File: src/rtl/dll_pkg.sv
// Shared DLL receive/transmit definitions: sequence type, Ack/Nak
// type and the duplicate-window rule used by both Ack/Nak and replay logic.
package dll_pkg;

    localparam int SEQ_WIDTH = 12;

    typedef logic [SEQ_WIDTH-1:0] seq_t;

    typedef enum logic {
        ACK = 1'b0,
        NAK = 1'b1
    } acknak_t;

    typedef enum logic {
        ST_IDLE = 1'b0,
        ST_REQ  = 1'b1
    } acknak_fsm_t;

    localparam seq_t DUP_WINDOW = seq_t'(1 << (SEQ_WIDTH - 1));

    // Already-seen TLP: 1 <= (nrs - seq) mod 2^W <= 2^(W-1)
    function automatic logic seq_is_duplicate(input seq_t nrs, input seq_t seq);
        seq_t d;
        d = nrs - seq;
        return (d != '0) && (d <= DUP_WINDOW);
    endfunction

endpackage

File: src/rtl/dll_acknak_timer.sv
// AckNak latency counter: counts while enabled, saturates at the
// programmed latency and reports expiry until cleared.
module dll_acknak_timer #(
    parameter int TIMER_WIDTH = 16,
    parameter int ACK_LATENCY = 255
) (
    input  logic clk,
    input  logic i_rst,
    input  logic i_start,
    input  logic i_clear,
    output logic o_expire
);

    localparam logic [TIMER_WIDTH-1:0] LP_LAT = TIMER_WIDTH'(ACK_LATENCY);

    logic [TIMER_WIDTH-1:0] r_count;

    assign o_expire = (r_count >= LP_LAT);

    always_ff @(posedge clk) begin
        if (i_rst || i_clear) begin
            r_count <= '0;
        end else if (i_start && !o_expire) begin
            r_count <= r_count + TIMER_WIDTH'(1);
        end
    end

endmodule

File: src/rtl/dll_acknak_scheduler.sv
// Receive-side Ack/Nak scheduler: classifies checked TLPs, tracks
// NEXT_RCV_SEQ / NAK_SCHEDULED and requests Ack/Nak DLLPs from TX.
module dll_acknak_scheduler #(
    parameter int SEQ_WIDTH   = 12,
    parameter int TIMER_WIDTH = 16,
    parameter int ACK_LATENCY = 255
) (
    input  logic                 clk,
    input  logic                 preset,
    input  logic                 DL_up,
    input  logic                 tlp_done_i,
    input  logic [SEQ_WIDTH-1:0] tlp_seq_i,
    input  logic                 tlp_lcrc_ok_i,
    output logic                 tlp_accept_o,
    output logic                 tlp_discard_o,
    output logic                 dllp_req_o,
    output logic                 dllp_is_nak_o,
    output logic [SEQ_WIDTH-1:0] dllp_seq_o,
    input  logic                 dllp_ack_i,
    output logic [SEQ_WIDTH-1:0] next_rcv_seq_o,
    output logic                 nak_scheduled_o
);

    import dll_pkg::*;

    logic w_rst;
    logic w_done;
    logic w_in_order;
    logic w_dup;
    logic w_accept;
    logic w_dup_hit;
    logic w_nak_evt;
    logic w_set_nak;
    logic w_ack_eligible;
    logic w_timer_run;
    logic w_timer_expire;
    logic w_issue;
    logic w_issue_nak;

    acknak_fsm_t r_state;
    acknak_fsm_t w_state_nxt;

    logic [SEQ_WIDTH-1:0] r_nrs;
    logic [SEQ_WIDTH-1:0] r_dllp_seq;
    acknak_t              r_dllp_type;
    logic                 r_nak_sched;
    logic                 r_nak_pending;
    logic                 r_ack_pending;
    logic                 r_force_ack;
    logic                 r_force_arm;
    logic                 r_accept;
    logic                 r_discard;

    // Link down behaves exactly like reset
    assign w_rst      = preset | ~DL_up;
    assign w_done     = tlp_done_i & DL_up;
    assign w_in_order = (tlp_seq_i == r_nrs);
    assign w_dup      = seq_is_duplicate(seq_t'(r_nrs), seq_t'(tlp_seq_i));
    assign w_accept   = w_done & tlp_lcrc_ok_i & w_in_order;
    assign w_dup_hit  = w_done & tlp_lcrc_ok_i & ~w_in_order & w_dup;
    assign w_nak_evt  = w_done & ~w_accept & ~w_dup_hit;
    assign w_set_nak  = w_nak_evt & ~r_nak_sched;

    // Forced Acks wait one extra cycle so a Nak right behind wins
    assign w_ack_eligible = r_ack_pending & (w_timer_expire | r_force_arm);
    assign w_timer_run    = r_ack_pending & (r_state == ST_IDLE);

    always_comb begin
        w_state_nxt = r_state;
        w_issue     = 1'b0;
        w_issue_nak = 1'b0;
        unique case (r_state)
            ST_IDLE: begin
                if (r_nak_pending) begin
                    w_issue     = 1'b1;
                    w_issue_nak = 1'b1;
                    w_state_nxt = ST_REQ;
                end else if (w_ack_eligible) begin
                    w_issue     = 1'b1;
                    w_state_nxt = ST_REQ;
                end
            end
            ST_REQ: begin
                if (dllp_ack_i) begin
                    w_state_nxt = ST_IDLE;
                end
            end
            default: w_state_nxt = ST_IDLE;
        endcase
    end

    always_ff @(posedge clk) begin
        if (w_rst) begin
            r_state       <= ST_IDLE;
            r_nrs         <= '0;
            r_dllp_seq    <= '0;
            r_dllp_type   <= ACK;
            r_nak_sched   <= 1'b0;
            r_nak_pending <= 1'b0;
            r_ack_pending <= 1'b0;
            r_force_ack   <= 1'b0;
            r_force_arm   <= 1'b0;
            r_accept      <= 1'b0;
            r_discard     <= 1'b0;
        end else begin
            r_state   <= w_state_nxt;
            r_accept  <= w_accept;
            r_discard <= w_dup_hit | w_nak_evt;
            if (w_accept) begin
                r_nrs       <= r_nrs + SEQ_WIDTH'(1);
                r_nak_sched <= 1'b0;
            end else if (w_set_nak) begin
                r_nak_sched <= 1'b1;
            end
            // New events on the issue edge survive the clear
            r_nak_pending <= (r_nak_pending & ~w_issue_nak) | w_set_nak;
            r_ack_pending <= (r_ack_pending & ~w_issue) | w_accept | w_dup_hit;
            r_force_ack   <= (r_force_ack & ~w_issue) | w_dup_hit;
            r_force_arm   <= r_force_ack & ~w_issue;
            if (w_issue) begin
                r_dllp_seq  <= r_nrs - SEQ_WIDTH'(1);
                r_dllp_type <= w_issue_nak ? NAK : ACK;
            end
        end
    end

    dll_acknak_timer #(
        .TIMER_WIDTH (TIMER_WIDTH),
        .ACK_LATENCY (ACK_LATENCY)
    ) u_timer (
        .clk      (clk),
        .i_rst    (w_rst),
        .i_start  (w_timer_run),
        .i_clear  (w_issue),
        .o_expire (w_timer_expire)
    );

    assign tlp_accept_o    = r_accept;
    assign tlp_discard_o   = r_discard;
    assign dllp_req_o      = (r_state == ST_REQ);
    assign dllp_is_nak_o   = (r_dllp_type == NAK);
    assign dllp_seq_o      = r_dllp_seq;
    assign next_rcv_seq_o  = r_nrs;
    assign nak_scheduled_o = r_nak_sched;

endmodule

File: config.mk
export PLATFORM = sky130hd
export DESIGN_NAME = dll_acknak_scheduler
export DESIGN_NICKNAME = d
export VERILOG_FILES = /design/src/rtl/dll_pkg.sv /design/src/rtl/dll_acknak_timer.sv /design/src/rtl/dll_acknak_scheduler.sv
export SDC_FILE = /design/constraint.sdc
export NUM_CORES = 1
export LEC_CHECK = 0
export CAP_MARGIN = 30
export CELL_PAD_IN_SITES_DETAIL_PLACEMENT = 0
export CELL_PAD_IN_SITES_GLOBAL_PLACEMENT = 1
export CORE_ASPECT_RATIO = 0.9
export CORE_MARGIN = 3
export CORE_UTILIZATION = 39
export DETAILED_ROUTE_END_ITERATION = 10
export PLACE_DENSITY_LB_ADDON = 0.1
export SLEW_MARGIN = 20
export SYNTH_ARGS = -nofsm -noshare
export SYNTH_HDL_FRONTEND = slang
export SYNTH_SLANG_ARGS = --single-unit
File: constraint.sdc
create_clock -name clk -period 3 [get_ports clk]
set_input_delay 0.3 -clock clk [delete_from_list [all_inputs] [get_ports clk]]
set_output_delay 0.3 -clock clk [all_outputs]
set_load 0.01 [all_outputs]
==> qor.txt <==
Effective utilization at floorplan: 41.8%
PostCTS Resize Cnt: 0
Fill count: 604
Max-slew violations: 0
CP Max Fanout: 6
Antenna violations before repair: 0
Syn Area/Cell: 8.61 sq um
Post-detail-place hpwl: 4.90 mm
Synth-to-layout area growth: 25.7%
#FFs+latches synth: 49
Yosys cell types: 48
Die footprint: 7870 sq um
CTS Sinks: 49
Inserted Diodes: 0
Leading cell types by total area after synthesis: dfxtp_1, ha_1, nor2_1
Crit path time final: 2.53 ns
Post-Syn Area: 2670 sq um
Share of layout cells above drive strength 1: 7.24%
Power Density: 380 nW/um^2
Yosys warns: 0
IO Count: 47
Setup CP Type: in2reg
FP Rows: 27
GPL Wtd Cong: 0.892
Die Ht: 84.5 microns
Total negative setup slack: 0 ns
GR Overflow Total: 0
Total CTS buffers: 5
Via Count: 2313
Worst Path Required: 3.17 ns
Clk buf depth: 2
Skew-Pair Late Insertion Delay: 0.29 ns
Post-CTS setup buffer count: 0
Largest net degree at the start of global routing: 31
Drt total wl: 6.37 mm
DRT iter0 DRCs: 69
Top-area cell type share of the netlist area: 36.8%
Number of port buffers: 46
Outcome: finished clean
Worst IR Drop VDD: 0.000185 V
CTS tree: yes
Worst Hold Class: reg2reg
Slew @ Worst Pin: 0.500 ns
Final hold viol count: 0
Tcrit/Tclk final: 84.5%
Fmax: 0.395 GHz
Largest area contributor in the netlist: dfxtp_1
H-tree levels: 2
Clock-pin slew on the worst setup and hold paths: 0.09 ns
Unrepaired setup endpoints after global routing: false
Post-Synthesis Cells: 310
Total of max-cap violations: 0
WP data arrival: 2.70 ns
Final-report setup violation count: 0
Total track usage: 16.9%
Number of global-route vias before repair: 2182
Seq/Total Area, Yosys: 36.8%
Final-stage net count: 390
Syn nets: 342
# DRC: 0
Slew headroom: 66.5%
WL/cell: 14.3 microns
Die width: 93.2 microns
Initial DRT Pass Iterations: 4
Vias per cell: 5.19
Hold Buf Count CTS: 0
First-pass GRT wire length: 10.8 mm
P_leak: 1.31 nW
Clk_skew: 0.00476 ns
Worst Setup Start Kind: primary input
Remaining antenna violation count: 0
Clock root cell: clkbuf_8
Hold_ws: 0.468 ns
Core Area: 6380 sq um
Crit end category: register
Yosys cell counts (all sizes together):
cell,n
and2b,1
nand2b,2
nor3,7
and3,3
nor2b,6
ha,14
buf,4
nand2,17
o2111ai,2
xnor2,13
nand3,9
dfxtp,49
o21bai,2
o211a,1
a31oi,2
and4,1
a211o,1
nor2,44
a2111oi,2
nor4,6
a311oi,1
and2,10
or3,5
o31ai,1
nand4,11
xor2,16
mux2i,2
nor3b,1
a221oi,1
o22ai,2
a21oi,11
o211ai,3
o21ai,10
clkbuf,8
inv,17
nand3b,2
a21o,3
or4,3
o21a,1
a211oi,15
o311ai,1
per-stage QoR:
step	std cells	instance area, sq um	setup slack, ns	util [%]	power (mW)
after floorplan	310	2670	0.666	-	0.747
after global placement	438	3230	0.137	50.6	0.801
after detailed placement	438	3230	0.165	50.6	0.800
after CTS	446	3350	0.463	52.5	1.29
after global routing	446	3350	0.228	52.5	1.33
final	446	3350	0.466	52.5	1.27
power by group:
part,leakage (nW),switching [mW],internal (mW)
Combinational,0.853,0.0645,0.0582
Clock,0.0574,0.217,0.271
Sequential,0.396,0.00511,0.657
Total,1.31,0.286,0.987
cell type report:
| type | count | area, sq um | share of cell area [%] |
|---|---|---|---|
| Timing Repair Buffer | 53 | 513 | 15.3 |
| Tap cell | 87 | 109 | 3.25 |
| Clock buffer | 6 | 82.6 | 2.46 |
| Clock inverter | 2 | 37.5 | 1.12 |
| Sequential cell | 49 | 981 | 29.3 |
| Multi-Input combinational cell | 232 | 1570 | 46.7 |
| Inverter | 17 | 63.8 | 1.90 |
worst paths after layout:
| path | start | to | slack [ns] | cells after the start |
|---|---|---|---|---|
| hold / removal | u_timer.r_count[10]$_SDFFE_PP0P_ | u_timer.r_count[10]$_SDFFE_PP0P_ | 0.47 | 1 |
| setup / recovery | tlp_seq_i[6] | r_ack_pending$_SDFF_PP0_ | 0.47 | 10 |
| setup reg to reg | next_rcv_seq_o[7]$_SDFFE_PP0P_ | r_ack_pending$_SDFF_PP0_ | 0.51 | 8 |
| hold reg to reg | u_timer.r_count[10]$_SDFFE_PP0P_ | u_timer.r_count[10]$_SDFFE_PP0P_ | 0.47 | 1 |
layout by cell type, fill, tap and decap left out, drive strengths merged, types with 3 or more instances in the layout:
cell type,instances
a211oi,15
a21o,3
a21oi,11
and2,10
and3,3
buf,7
clkbuf,6
clkdlybuf4s50,46
dfxtp,49
ha,14
inv,17
nand2,17
nand3,9
nand4,11
nor2,44
nor2b,6
nor3,7
nor4,6
o211ai,3
o21ai,10
or3,5
or4,3
xnor2,13
xor2,16
flip-flops by register name, indices dropped and copies added (netlist names):
register,cells
tlp_accept_o,1
r_nak_pending,1
dllp_seq_o,12
r_force_arm,1
u_timer.r_count,16
r_force_ack,1
dllp_req_o,1
dllp_is_nak_o,1
next_rcv_seq_o,12
nak_scheduled_o,1
r_ack_pending,1
tlp_discard_o,1
cells by family after synthesis:
group           Yosys count  share of synthesized area (%)
simple gates            128                           26.1
flops                    49                           36.8
xor+xnor                 29                           9.52
fa+ha+maj                14                           6.57
compound gates           59                           15.8
mux                       2                          0.750
buf+inv                  29                           4.50
layer usage:
layer / vias up / global-route usage [%] / wire (microns)
met4: 0 / 3.60 / 26
met2: 44 / 23.9 / 2640
li1: 1198 / - / -
met5: - / 0 / 0
met3: 2 / 3.49 / 265
met1: 1069 / 26.2 / 3440
worst max-delay path, stage by stage:
cell             delay [ns]
clkdlybuf4s50_1        0.45
inv_1                  0.04
ha_1                   0.42
o21ai_1                0.12
o21bai_1               0.24
o211ai_1               0.11
a221oi_1               0.42
o2111ai_2              0.22
xor2_1                 0.25
o22ai_1                0.12
No activity file was read; power rests on OpenSTA's default activity.
